`src/rtl/core_pkg.sv`:
```
// Shared scheduler types: dispatch/issue payload, issue-queue entry, and sizing constants.
package core_pkg;

  localparam int unsigned IQ_DEPTH_DEF = 8;
  localparam int unsigned NUM_PREGS    = 64;
  localparam int unsigned PREG_W       = $clog2(NUM_PREGS);
  localparam int unsigned PC_W         = 32;
  localparam int unsigned IMM_W        = 32;

  typedef struct packed {
    logic [PC_W-1:0]   pc;
    logic [PREG_W-1:0] src1_preg;
    logic [PREG_W-1:0] src2_preg;
    logic [PREG_W-1:0] dst_preg;
    logic [IMM_W-1:0]  imm_val;
    logic              instr_valid;
  } sched_pkt_t;

  typedef struct packed {
    sched_pkt_t pkt;
    logic       valid;
    logic       src1_rdy;
    logic       src2_rdy;
  } iq_entry_t;

endpackage

```
`src/rtl/iq_age_select.sv`:
```
// Oldest-ready picker: grants the eligible entry that no other eligible entry is older than.
module iq_age_select #(
  parameter int unsigned DEPTH = 8
) (
  input  logic [DEPTH-1:0][DEPTH-1:0] older,
  input  logic [DEPTH-1:0]            elig,
  output logic [DEPTH-1:0]            grant_c
);

  logic [DEPTH-1:0] blk_c;

  // older[j][i] set means entry j was dispatched before entry i
  always_comb begin
    blk_c   = '0;
    grant_c = '0;
    for (int i = 0; i < int'(DEPTH); i++) begin
      for (int j = 0; j < int'(DEPTH); j++) begin
        if (j != i && elig[j] && older[j][i]) blk_c[i] = 1'b1;
      end
      grant_c[i] = elig[i] && !blk_c[i];
    end
  end

endmodule

```
`src/rtl/sched_issue_queue.sv`:
```
// Out-of-order issue queue with tag wakeup and age-ordered single issue per cycle.
// Define SCHED_SAME_CYCLE_WAKEUP_EN to let a wakeup make an entry selectable in the same cycle.
module sched_issue_queue
  import core_pkg::*;
#(
  parameter int unsigned IQ_DEPTH = IQ_DEPTH_DEF
) (
  input  logic                          clk,
  input  logic                          rst,
  input  logic                          disp_valid,
  output logic                          disp_ready,
  input  sched_pkt_t                    disp_pkt,
  input  logic                          disp_src1_rdy,
  input  logic                          disp_src2_rdy,
  input  logic                          wake_valid,
  input  logic [PREG_W-1:0]             wake_preg,
  input  logic                          flush,
  input  logic                          stall,
  output logic                          fire_valid,
  output sched_pkt_t                    sched_pkt,
  output logic [$clog2(IQ_DEPTH+1)-1:0] occupancy
);

  localparam int unsigned OCC_W = $clog2(IQ_DEPTH + 1);

  iq_entry_t                        entries [IQ_DEPTH];
  logic [IQ_DEPTH-1:0][IQ_DEPTH-1:0] older;
  logic [IQ_DEPTH-1:0]              valid_vec, wake1_c, wake2_c, elig_c, grant_c, alloc_c;
  logic                             accept_c, issue_c, disp_rdy1_c, disp_rdy2_c;
  sched_pkt_t                       sel_pkt_c;

  // Per-entry tag match and eligibility
  always_comb begin
    valid_vec = '0;
    wake1_c   = '0;
    wake2_c   = '0;
    elig_c    = '0;
    for (int i = 0; i < int'(IQ_DEPTH); i++) begin
      valid_vec[i] = entries[i].valid;
      wake1_c[i]   = entries[i].valid && wake_valid && (wake_preg == entries[i].pkt.src1_preg);
      wake2_c[i]   = entries[i].valid && wake_valid && (wake_preg == entries[i].pkt.src2_preg);
`ifdef SCHED_SAME_CYCLE_WAKEUP_EN
      elig_c[i] = entries[i].valid && (entries[i].src1_rdy || wake1_c[i])
                                   && (entries[i].src2_rdy || wake2_c[i]);
`else
      elig_c[i] = entries[i].valid && entries[i].src1_rdy && entries[i].src2_rdy;
`endif
    end
  end

  // Lowest-index free slot, from current state only
  always_comb begin
    alloc_c = '0;
    for (int i = int'(IQ_DEPTH) - 1; i >= 0; i--) begin
      if (!valid_vec[i]) begin
        alloc_c    = '0;
        alloc_c[i] = 1'b1;
      end
    end
  end

  always_comb begin
    sel_pkt_c = '0;
    for (int i = 0; i < int'(IQ_DEPTH); i++) begin
      if (grant_c[i]) sel_pkt_c = entries[i].pkt;
    end
  end

  assign disp_ready  = ~&valid_vec;
  assign accept_c    = disp_valid && disp_ready;
  assign issue_c     = !stall && |grant_c;
  assign disp_rdy1_c = disp_src1_rdy || (disp_pkt.src1_preg == PREG_W'(0)) ||
                       (wake_valid && wake_preg == disp_pkt.src1_preg);
  assign disp_rdy2_c = disp_src2_rdy || (disp_pkt.src2_preg == PREG_W'(0)) ||
                       (wake_valid && wake_preg == disp_pkt.src2_preg);

  iq_age_select #(.DEPTH(IQ_DEPTH)) u_age_select (
    .older   (older),
    .elig    (elig_c),
    .grant_c (grant_c)
  );

  // Entry, age-matrix and issue-register update; flush outranks everything but reset
  always_ff @(posedge clk or negedge rst) begin
    if (!rst) begin
      for (int i = 0; i < int'(IQ_DEPTH); i++) entries[i] <= '0;
      older      <= '0;
      fire_valid <= 1'b0;
      sched_pkt  <= '0;
      occupancy  <= '0;
    end else if (flush) begin
      for (int i = 0; i < int'(IQ_DEPTH); i++) entries[i] <= '0;
      older      <= '0;
      fire_valid <= 1'b0;
      occupancy  <= '0;
    end else begin
      for (int i = 0; i < int'(IQ_DEPTH); i++) begin
        if (wake1_c[i]) entries[i].src1_rdy <= 1'b1;
        if (wake2_c[i]) entries[i].src2_rdy <= 1'b1;
        if (issue_c && grant_c[i]) entries[i].valid <= 1'b0;
        if (accept_c && alloc_c[i]) begin
          entries[i] <= '{pkt: disp_pkt, valid: 1'b1,
                          src1_rdy: disp_rdy1_c, src2_rdy: disp_rdy2_c};
          // New entry is younger than every entry currently held
          for (int j = 0; j < int'(IQ_DEPTH); j++) begin
            older[i][j] <= 1'b0;
            older[j][i] <= valid_vec[j];
          end
        end
      end
      if (!stall) begin
        fire_valid <= |grant_c;
        if (|grant_c) sched_pkt <= sel_pkt_c;
      end
      occupancy <= occupancy + OCC_W'(accept_c) - OCC_W'(issue_c);
    end
  end

endmodule

```
`config.mk`:
```
export PLATFORM = sky130hd
export DESIGN_NAME = sched_issue_queue
export DESIGN_NICKNAME = d
export VERILOG_FILES = /design/src/rtl/core_pkg.sv /design/src/rtl/iq_age_select.sv /design/src/rtl/sched_issue_queue.sv
export SDC_FILE = /design/constraint.sdc
export NUM_CORES = 1
export LEC_CHECK = 0
export ABC_AREA = 1
export CORE_ASPECT_RATIO = 0.6
export CORE_UTILIZATION = 30
export CTS_BUF_LIST = sky130_fd_sc_hd__clkbuf_8 sky130_fd_sc_hd__clkbuf_16
export CTS_CLUSTER_DIAMETER = 200
export DETAILED_ROUTE_END_ITERATION = 6
export PLACE_DENSITY = 0.49
export SLEW_MARGIN = 10
export SYNTH_ARGS = -nofsm -noshare
export SYNTH_HDL_FRONTEND = slang
export SYNTH_SLANG_ARGS = --single-unit
```
`constraint.sdc`:
```
create_clock -name clk -period 2.5 [get_ports clk]
set_input_delay 0.5 -clock clk [delete_from_list [all_inputs] [get_ports clk]]
set_output_delay 0.5 -clock clk [all_outputs]
set_load 0.005 [all_outputs]
```
== Word level (Yosys, flattened, before mapping) ==
Cells that the tools add are included.
Word-level totals
  output and inout port bits: 89
  register bits: 832
Operators by class
  add/sub/neg operators: 2
  equality and inequality tests: 19
  mux-type cells: 171
  bitwise logic cells: 2
  reductions and logical operators: 203
Operators by type and width (number)
  2-to-1 mux 688 bit: 1
  2-to-1 mux 86 bit: 8
  2-to-1 mux 83 bit: 8
  nonzero test 3 bit: 52
  2-to-1 mux 1 bit: 136
  logical AND 1 bit: 124
  2-to-1 mux 8 bit: 15
  == test 6 bit: 18
  2-to-1 mux 63 bit: 1
  nonzero test 2 bit: 8
  zero test 6 bit: 2
  zero test 1 bit: 10
  2-to-1 mux 9 bit: 1
  AND reduction 8 bit: 1
  OR reduction 8 bit: 1
  adder 4 x 1 -> 4 bit: 1
  logical OR 1 bit: 4
  2-to-1 mux 4 bit: 1
  subtractor 4 x 1 -> 4 bit: 1
  AND reduction 3 bit: 1
  != test 2 bit, second input constant: 1
  NOT 1 bit: 2

== Depth between registers and ports, before layout ==
Gate-level depths: netlist of run 1.
  word-level depth: 20
  gate-level depth with buffers: 19
  mapped depth without buffers: 18

== Cells and area by module ==
Synthesis of run 1 repeated with hierarchy kept, for this count alone.
Unflattened totals
  cell total of the unflattened synthesis: 4823
  area, all modules: 38613.3 um^2
By module, submodules not included
  sched_issue_queue: cells an instance 4679, instances 1, area each 38010.2 um^2
  iq_age_select: cells an instance 144, instances 1, area each 603.1 um^2

== Worst setup path after synthesis of run 1 ==
OpenSTA, ideal clock, no wires.
  kind: flip-flop to flip-flop
  from: register entries[518] (netlist bit)
  to: register occupancy[2]
  cell stages (with the launch flop): 19
  arrival: 2.460 ns
  buffers on the path: 1
  setup slack: -0.091 ns
  data required time: 2.368 ns
  period minus slack after synthesis: 2.591 ns
  path through: dfrtp_1 buf_2 inv_2 nor2_1 nand2_1 o21ai_1 nor2_1 nand2_1 nand2_1 nor2_1 nand4_1 nand2_1 inv_1 ha_1 inv_1 ha_1 fa_1 xnor2_1 nor2_1
Between the ends
  word-level cells in the longest chain between the ends: 16
Ends and longest elaborated chain
  start, declared: line sched_issue_queue.sv:26  | iq_entry_t entries [IQ_DEPTH];
  start signal, assigned by index: line sched_issue_queue.sv:102  | entries[i] <= '{pkt: disp_pkt, valid: 1'b1,
  logical AND 1 bit (2 in series): line sched_issue_queue.sv:46  | elig_c[i] = entries[i].valid && entries[i].src1_rdy && entries[i].src2_rdy;
  logical AND 1 bit: line iq_age_select.sv:18  | if (j != i && elig[j] && older[j][i]) blk_c[i] = 1'b1;
  2-to-1 mux 1 bit (7 in series): line iq_age_select.sv:18
  zero test 1 bit: line iq_age_select.sv:20  | grant_c[i] = elig[i] && !blk_c[i];
  logical AND 1 bit: line iq_age_select.sv:20
  OR reduction 8 bit: line sched_issue_queue.sv:71  | assign issue_c = !stall && |grant_c;
  logical AND 1 bit: line sched_issue_queue.sv:71
  subtractor 4 x 1 -> 4 bit *: line sched_issue_queue.sv:115  | occupancy <= occupancy + OCC_W'(accept_c) - OCC_W'(issue_c);
  2-to-1 mux 4 bit *: line sched_issue_queue.sv:91  | end else if (flush) begin
  end signal, assigned: line sched_issue_queue.sv:115
  end, declared: line sched_issue_queue.sv:21  | output logic [$clog2(IQ_DEPTH+1)-1:0] occupancy
Every way passes the cells marked *; elsewhere a longest branch is shown, timed or not.
A chain may end at the register's enable or synchronous reset.

== Final worst setup path of run 1 ==
  from: register entries[172] (netlist bit)
  to: register occupancy[1]
Between the ends
  word-level cells in the longest chain between the ends: 11
Ends and longest elaborated chain (line)
  logical AND 1 bit *: sched_issue_queue.sv:46
  logical AND 1 bit: iq_age_select.sv:18
  2-to-1 mux 1 bit (3 in series): iq_age_select.sv:18
  zero test 1 bit: iq_age_select.sv:20
  logical AND 1 bit: iq_age_select.sv:20
  OR reduction 8 bit *: sched_issue_queue.sv:71
  logical AND 1 bit *: sched_issue_queue.sv:71
  subtractor 4 x 1 -> 4 bit *: sched_issue_queue.sv:115
  2-to-1 mux 4 bit *: sched_issue_queue.sv:91
Marked as above.

==> metrics.md, run 1 <==
| Metric | Value |
|---|---|
| Final-layout fill cell count | `13600` |
| Power Dens Cells | `599 mW/mm²` |
| Gr usage total | `a little under a quarter` |
| Status | `finished, violations left` |
| Synth-to-layout area growth | `26.6%` |
| DR iter-0 viols | `~3800` |
| Die height | `285 µm` |
| Critical Path Start | `entries[172]` |
| Peak VDD IR | `431 µV` |
| Simple-gate area share of the yosys netlist | `22.2%` |
| Final instance area | `slightly above 0.05 mm²` |
| Initial antenna violation count | `6` |
| Area fraction of the dominant cell type after synthesis | `52.0%` |
| Sequential area share after synthesis | `between 50% and 60%` |
| Nets@finish | `between 5000 and 6000` |
| Slew of the pin with the lowest slew margin | `approximately 0.75 ns` |
| Global route total overflow | `0` |
| WL/cell | `21.7 µm` |
| Post-synthesis xor/xnor area fraction | `0.350%` |
| Initial core utilization | `30.3%` |
| Die area | `0.135 mm²` |
| Sequential power share | `45.3%` |
| Number of buffers created by CTS | `88` |
| Pre-CTS worst setup slack | `-0.469 ns` |
| CORE AREA | `0.132 mm²` |
| Sw frac | `24.6%` |
| Ranking of synthesized cells by area | `dfrtp_1, nand2_1, o21ai_0, nand3_1, inv_1` |
| Slew margin rel. | `approximately half` |
| Final hold slack | `0.278 ns` |
| Post-synthesis adder-cell area fraction | `0.175%` |
| Worst Setup Path Type | `reg -> reg` |
| Reg2Reg Setup Slack | `-0.23 ns` |
| Number of distinct library cells after synthesis | `48` |
| Worst setup EP type | `flop` |
| RSZ-0062 raised after global routing | `yes` |
| Worst Skew | `0.0315 ns` |
| Clk slew on worst S/H paths | `0.06 ns` |
| Crit Path Max Fanout | `3` |
| Commonest cells post-synth | `nand2_1, dfrtp_1, inv_1` |
| Clock network fraction of total power | `47.5%` |
| Number of global-route vias before repair | `34800` |
| Worst skew pair latency | `about 0.7 ns` |
| CTS HTree Levels | `3` |
| Final min period | `2.73 ns` |
| Mapped Avg Cell Area | `7.87 µm²` |
| Fin. Hold Viols | `0` |
| First-pass DRT Iterations | `7` |
| Comb pwr share | `7.2%` |
| Placed Area | `0.0464 mm²` |
| FF+latch count, synth | `about 830` |
| Finished Core Util | `38.4%` |
| Ports | `186` |
| Largest net degree at the start of global routing | `95` |
| CP arrival | `3.36 ns` |
| Startpoint Class | `flop` |
| Post-Syn Instances | `5088` |
| DRC viols | `0` |
| Number of clock sinks | `832` |
| Yosys warnings | `0` |
| GP Congestion | `0.973` |
| Worst Hold Class | `in -> async` |
| Failing checks | `setup timing` |
| Max-cap violations | `0` |
| Internal power | `~23000 µW` |
| Clk buf depth | `3` |
| First-pass GRT wire length | `~230000 µm` |
| Synth Flop Type | `dfrtp_1` |
| Multiplexer share of the synthesized area | `0%` |
| Synth Area in Compound Gates | `14.7%` |
| Chip Width | `474 µm` |
| Synth Cell Area | `0.0400 mm²` |
| FFs w/ async S/R, synth | `100%` |
| Origin of the critical flop-to-flop path | `entries[172]` |
| Endpoints failing setup | `49` |
| Root Buffer Master | `clkbuf_16` |
| Vias | `approximately 36000` |
| Fin crit share | `109%` |
| Detail Placement HPWL | `100000 µm` |
| Final ANT Viol Nets | `0` |
| Main combinational cell family by area after synthesis | `simple AND/OR/NAND/NOR gates` |
| I/O Buffers | `185` |
| RR Endpoint | `occupancy[1]` |
| DRT Wirelength | `between 150000 and 200000 µm` |
| Post-synth EDFFs | `0` |
| F_max | `between 300 and 400 MHz` |
| Fin. max-slew vios | `0` |
| Synth area leader | `dfrtp_1` |
| Share of layout cells above drive strength 1 | `around 12%` |
| R2R depth | `16` |
| CP required | `3.13 ns` |
| Leak Pwr | `0.0244 µW` |
| Vias per inst | `5.02` |
| Top-count cell post-synth | `nand2_1` |
| CTS tree | `built` |
| PnR worst setup slack | `-0.235 ns` |
| Net switching power | `7460 µW` |
| CP Capture Point | `occupancy[1]` |
| # rows | `103` |
| Syn Nets | `5190` |
placed cells by master (no fill, tap or decap), types with 4 or more instances in the layout:
master              n
nand2_1          1315
dfrtp_1           830
inv_1             694
o21ai_0           541
nand3_1           535
o22ai_1           330
buf_4             220
nor2_1            194
clkdlybuf4s50_1   183
clkbuf_16          97
buf_12             94
o21ai_1            60
clkbuf_8           26
nand4_1            20
buf_6              20
a21oi_1            18
nand2_4            15
o22ai_2            14
clkinv_2           14
nand2_2            13
a221oi_1           13
bufinv_16          12
buf_16             12
clkinv_1           11
inv_2              10
nor2_4             10
nand3_4            10
xor2_1             10
o21ai_2             9
buf_8               9
a31oi_1             8
nor4_1              7
o2111ai_1           7
nand3_2             6
a211oi_1            6
inv_4               5
xnor2_1             5
o221ai_1            5
diode_2             4
worst min path at each step:
stage | slack, ns | to
3_3_place_gp | 0.38 | entries[402]
4_1_cts | 0.24 | entries[571]
5_1_grt | 0.25 | entries[571]
3_5_place_dp | 0.39 | entries[402]
2_1_floorplan | 0.20 | entries[0]
6_report | 0.28 | entries[571]
timing repair:
item	4_1_cts	5_1_grt
cloned	6	6
resized for setup	77	110
endpoints found under the setup margin	210	421
setup buffers	8	15
pin swaps	16	18
endpoints found under the hold margin	92	0
hold buffers	1	0
layer usage:
layer / vias up / share of wire [%] / wire [µm] / global-route usage, %
met5: - / 0.019 / 30 / 0
met4: 4 / 1.5 / 2320 / 3.88
met3: 149 / 9.7 / 15100 / 6.08
met2: 1377 / 38 / 59700 / 30.0
met1: 17700 / 51 / 79600 / 36.9
li1: 17100 / - / - / -
worst max-delay path, cell delays in order (launching register included):
cell and delay (ns):
dfrtp_1 0.37, buf_4 0.13, nand4_1 0.17, nand2_1 0.15, nor2_4 0.05, nand2_2 0.09, nand2_2 0.06, nor2_2 0.13
nand4_1 0.19, nand2_2 0.18, inv_4 0.07, ha_4 0.28, inv_4 0.03, ha_4 0.15, fa_2 0.52, inv_2 0.04
nor2_2 0.08
kinds of logic after synthesis:
kind of cell,Yosys count
AOI/OAI and AO/OA,1034
DFF,832
and+or+nand+nor,2139
buffers and inverters,1062
xor gates and xnor gates,16
adders and majority gates,5
sequential cells by signal (all words and copies together) (netlist names):
register,count
fire_valid,1
entries,688
occupancy,4
older,56
sched_pkt,83
power groups by stage:
stage | clock network (µW) | registers (µW) | logic, µW
after floorplan | 0 | 14000 | 749
after global placement | 0 | 14000 | 2060
after detailed placement | 0 | 14000 | 2060
after CTS | 14700 | 13800 | 2130
after global routing | 15300 | 13800 | 2350
final | 14400 | 13800 | 2180
area by class of cell:
| type | count | area, µm² | share of cell area (%) |
|---|---|---|---|
| diodes | 4 | 10.0 | 0.0198 |
| clock buffers | 114 | 2590 | 5.12 |
| clock inverters | 46 | 544 | 1.07 |
| inverters | 708 | 2690 | 5.32 |
| multi-input cells | 3194 | 15500 | 30.6 |
| flip-flops and latches | 832 | 20800 | 41.1 |
| well taps | 1785 | 2230 | 4.41 |
| repair buffers | 549 | 6290 | 12.4 |
through the flow:
stage	power, µW	setup TNS [ns]	std cells
global route	31400	-14.32	7230
global placement	16100	-73.36	7034
detailed placement	16100	-81.27	7034
floorplan	14700	0	5088
finish	30400	-2.74	7232
CTS	30600	-5.44	7208
Power figures use the tool's default switching activity.
==> inputs of run 2 (changes only) <==
--- a/config.mk
+++ b/config.mk
@@ -12,6 +12,8 @@
 export CTS_CLUSTER_DIAMETER = 200
 export DETAILED_ROUTE_END_ITERATION = 6
 export PLACE_DENSITY = 0.49
+export RECOVER_POWER = 50
+export REMOVE_ABC_BUFFERS = 1
 export SLEW_MARGIN = 10
 export SYNTH_ARGS = -nofsm -noshare
 export SYNTH_HDL_FRONTEND = slang
==> run 2 against run 1 <==
  * Sequential share of layout area shrank 1.3 points
  * Power fell by 2.5%
  * Register-to-register slack got worse by 0.04 ns
  * Cell area is 3.2% higher
  * Die area stayed put
  * Largest power group is now sequential cells
  * Clock power fell by 5%
  * The flow finishes with violations (DRC, capacitance limit, slew limit, setup timing)
  * Sequential power is essentially flat
  * Routed wire length is 6.5% higher
  * Cell count rose by 0.73%
  * Hold slack improved by 0.20 ns
  * Non-clock buffer count is 62 higher
  * Flip-flop and latch count did not move
==> metrics.md, run 2 (synthesis results as in run 1) <==
| Metric | Value |
|---|---|
| Status | `finished, violations left (unchanged)` |
| Failing checks | `DRC, capacitance limit, slew limit, setup timing (was setup timing)` |
| Final min period | `2.78 ns (was 2.73 ns)` |
| Worst Skew | `0.0554 ns (was 0.0315 ns)` |
| Most common cell after layout, fill and taps aside | `nand2_1 (unchanged)` |
| DRT Wirelength | `167000 µm (was 157000 µm)` |
| Worst setup EP type | `flop (unchanged)` |
| Nets@finish | `5536 (was 5475)` |
| Detail Placement HPWL | `94300 µm (was 100000 µm)` |
| Final hold slack | `0.474 ns (was 0.278 ns)` |
| Fin. Hold Viols | `0 (unchanged)` |
| Commonest non-fill, non-tap cells in the layout | `nand2_1, dfrtp_1, inv_1 (unchanged)` |
| Initial antenna violation count | `5 (was 6)` |
| WL/cell | `22.9 µm (was 21.7 µm)` |
| Biggest regs | `entries (688), sched_pkt (83), older (56) (unchanged)` |
| Max-cap violations | `1 (was 0)` |
| Endpoints failing setup | `182 (was 49)` |
| Chip Width | `474 µm (unchanged)` |
| Largest net degree at the start of global routing | `122 (was 95)` |
| Fin. max-slew vios | `17 (was 0)` |
| CORE AREA | `0.132 mm² (unchanged)` |
| Placed Area | `0.0459 mm² (was 0.0464 mm²)` |
| Slew of the pin with the lowest slew margin | `1.99 ns (was 0.752 ns)` |
| Critical Path Slowest Stage Cell | `dfrtp_1 (was fa_2)` |
| I/O Buffers | `185 (unchanged)` |
| Die height | `285 µm (unchanged)` |
| Number of buffers created by CTS | `86 (was 88)` |
| Fin crit share | `111% (was 109%)` |
| Biggest register | `entries (unchanged)` |
| Final ANT Viol Nets | `0 (unchanged)` |
| CTS HTree Levels | `3 (unchanged)` |
| Vias per inst | `5.16 (was 5.02)` |
| First-pass DRT Iterations | `7 (unchanged)` |
| Setup_tns | `-18.08 ns (was -2.74 ns)` |
| Pre-CTS worst setup slack | `-0.611 ns (was -0.469 ns)` |
| Final instance area | `0.0523 mm² (was 0.0507 mm²)` |
| Number of global-route vias before repair | `35500 (was 34800)` |
| CTS tree | `built (unchanged)` |
| Worst Hold Class | `reg -> reg (was in -> async)` |
| Ports | `186 (unchanged)` |
| Peak VDD IR | `476 µV (was 431 µV)` |
| Clk buf depth | `3 (unchanged)` |
| Initial core utilization | `30.3% (unchanged)` |
| Global route total overflow | `0 (unchanged)` |
| Share of layout cells above drive strength 1 | `14.6% (was 11.5%)` |
| Startpoint Class | `flop (unchanged)` |
| Slew margin rel. | `-32.5% (was 49.9%)` |
| F_max | `360 MHz (was 366 MHz)` |
| PnR worst setup slack | `-0.280 ns (was -0.235 ns)` |
| # rows | `103 (unchanged)` |
| DR iter-0 viols | `3764 (was 3812)` |
| Gr usage total | `22.3% (was 22.9%)` |
| Number of clock sinks | `832 (unchanged)` |
| GP Congestion | `0.908 (was 0.973)` |
| Synth-to-layout area growth | `30.7% (was 26.6%)` |
| First-pass GRT wire length | `231000 µm (was 235000 µm)` |
| CP top delay family | `adder cells (was simple AND/OR/NAND/NOR gates)` |
| Power Dens Cells | `566 mW/mm² (was 599 mW/mm²)` |
| Worst Setup Path Type | `reg -> reg (unchanged)` |
| CP arrival | `3.38 ns (was 3.36 ns)` |
| Ordered cell list for the critical path | `nand3_4 > buf_6 > o22ai_4 > nor2_4 > nand2_4 > nand2_2 > inv_2 > nand4_1 > buf_6 > nand2_4 > inv_4 > ha_4 > inv_2 > ha_4 > fa_2 > xnor2_2 > nor2_1 (was buf_4 > nand4_1 > nand2_1 > nor2_4 > nand2_2 > nand2_2 > nor2_2 > nand4_1 > nand2_2 > inv_4 > ha_4 > inv_4 > ha_4 > fa_2 > inv_2 > nor2_2)` |
| Max reg flops | `688 (unchanged)` |
| Area of the multi-input gates | `0.0160 mm² (was 0.0155 mm²)` |
| Vias | `37600 (was 36300)` |
| Die area | `0.135 mm² (unchanged)` |
| Worst skew pair latency | `0.73 ns (was 0.70 ns)` |
| CP required | `3.10 ns (was 3.13 ns)` |
| Final-layout fill cell count | `13500 (was 13600)` |
| CP peak stage delay | `0.41 ns (was 0.52 ns)` |
| Clk slew on worst S/H paths | `0.07 ns (was 0.06 ns)` |
| Total power | `29600 µW (was 30400 µW)` |
| Leak Pwr | `0.0251 µW (was 0.0244 µW)` |
| Crit Path Max Fanout | `6 (was 3)` |
| Storage element area | `0.0208 mm² (about the same)` |
| Root Buffer Master | `clkbuf_16 (unchanged)` |
| WP buf/inv | `5 (was 4)` |
| RSZ-0062 raised after global routing | `yes (unchanged)` |
| DRC viols | `1 (was 0)` |
-- run 2: cell count changes in the layout (fill, tap and decap cells not counted), moves of 7 or more --
| cell | delta |
|---|---|
| buf_6 | +25 |
| clkbuf_16 | +30 |
| nand3_1 | -15 |
| o22ai_4 | +7 |
| o21ai_0 | +14 |
| nor2_2 | +56 |
| nand3_2 | +16 |
| buf_4 | -11 |
| nand2_2 | +21 |
| o21ai_1 | -13 |
| nor2_4 | +23 |
| nor2_1 | -79 |
| nand2_1 | -23 |
-- run 2: cell type report --
cell class                      count  area share, %
Antenna cell                        2        0.00957
Timing Repair Buffer              611           14.4
Tap cell                         1785           4.27
Multi-Input combinational cell   3194           30.7
Sequential cell                   832           39.8
Clock inverter                     43          0.806
Inverter                          708           5.17
Clock buffer                      109           4.78
Timing Repair inverter              1         0.0215
-- run 2: path summary, 6_finish.rpt --
check                               from       endpoint  slack, ns  cells after the start
hold reg to reg            sched_pkt[66]  sched_pkt[66]       0.47                      2
max in group asynchronous            rst  sched_pkt[28]      -0.07                      3
hold / removal             sched_pkt[66]  sched_pkt[66]       0.47                      2
min in group asynchronous            rst   entries[603]       1.03                      2
setup / recovery            entries[603]   occupancy[2]      -0.28                     17
setup reg to reg            entries[603]   occupancy[2]      -0.28                     17
-- run 2: per-layer routing --
metal | GRT usage, % | wire length, µm
met1 | 34.0 | 79100
met2 | 32.1 | 69400
met3 | 4.39 | 15400
met4 | 4.83 | 3050
met5 | 0 | 19
-- run 2: worst min-delay path, delay by kind of cell (launching register included) --
| family | cells | cell delay (ns) |
|---|---|---|
| flip-flops | 1 | 0.34 |
| AND/OR/NAND/NOR | 2 | 0.11 |
-- run 2: power breakdown --
part,switching [µW],internal (µW)
clock network,5890,7850
registers,105,13700
logic,1430,684
total,7420,22200
-- run 2: through the flow --
| step | std cells | util, % |
|---|---|---|
| global route | 7284 | 39.6 |
| CTS | 7180 | 37.6 |
| detailed placement | 6999 | 34.8 |
| floorplan | 4734 | - |
| global placement | 6999 | 34.8 |
| finish | 7285 | 39.6 |
-- run 2: repair_timing --
| item | CTS | global route |
|---|---|---|
| setup endpoints to repair | 237 | 405 |
| hold endpoints to repair | 74 | 0 |
| resized for setup | 130 | 303 |
| gates cloned | 2 | 48 |
| pin swaps | 24 | 150 |
| buffers inserted | 26 | 60 |
| hold buffers | 1 | 0 |
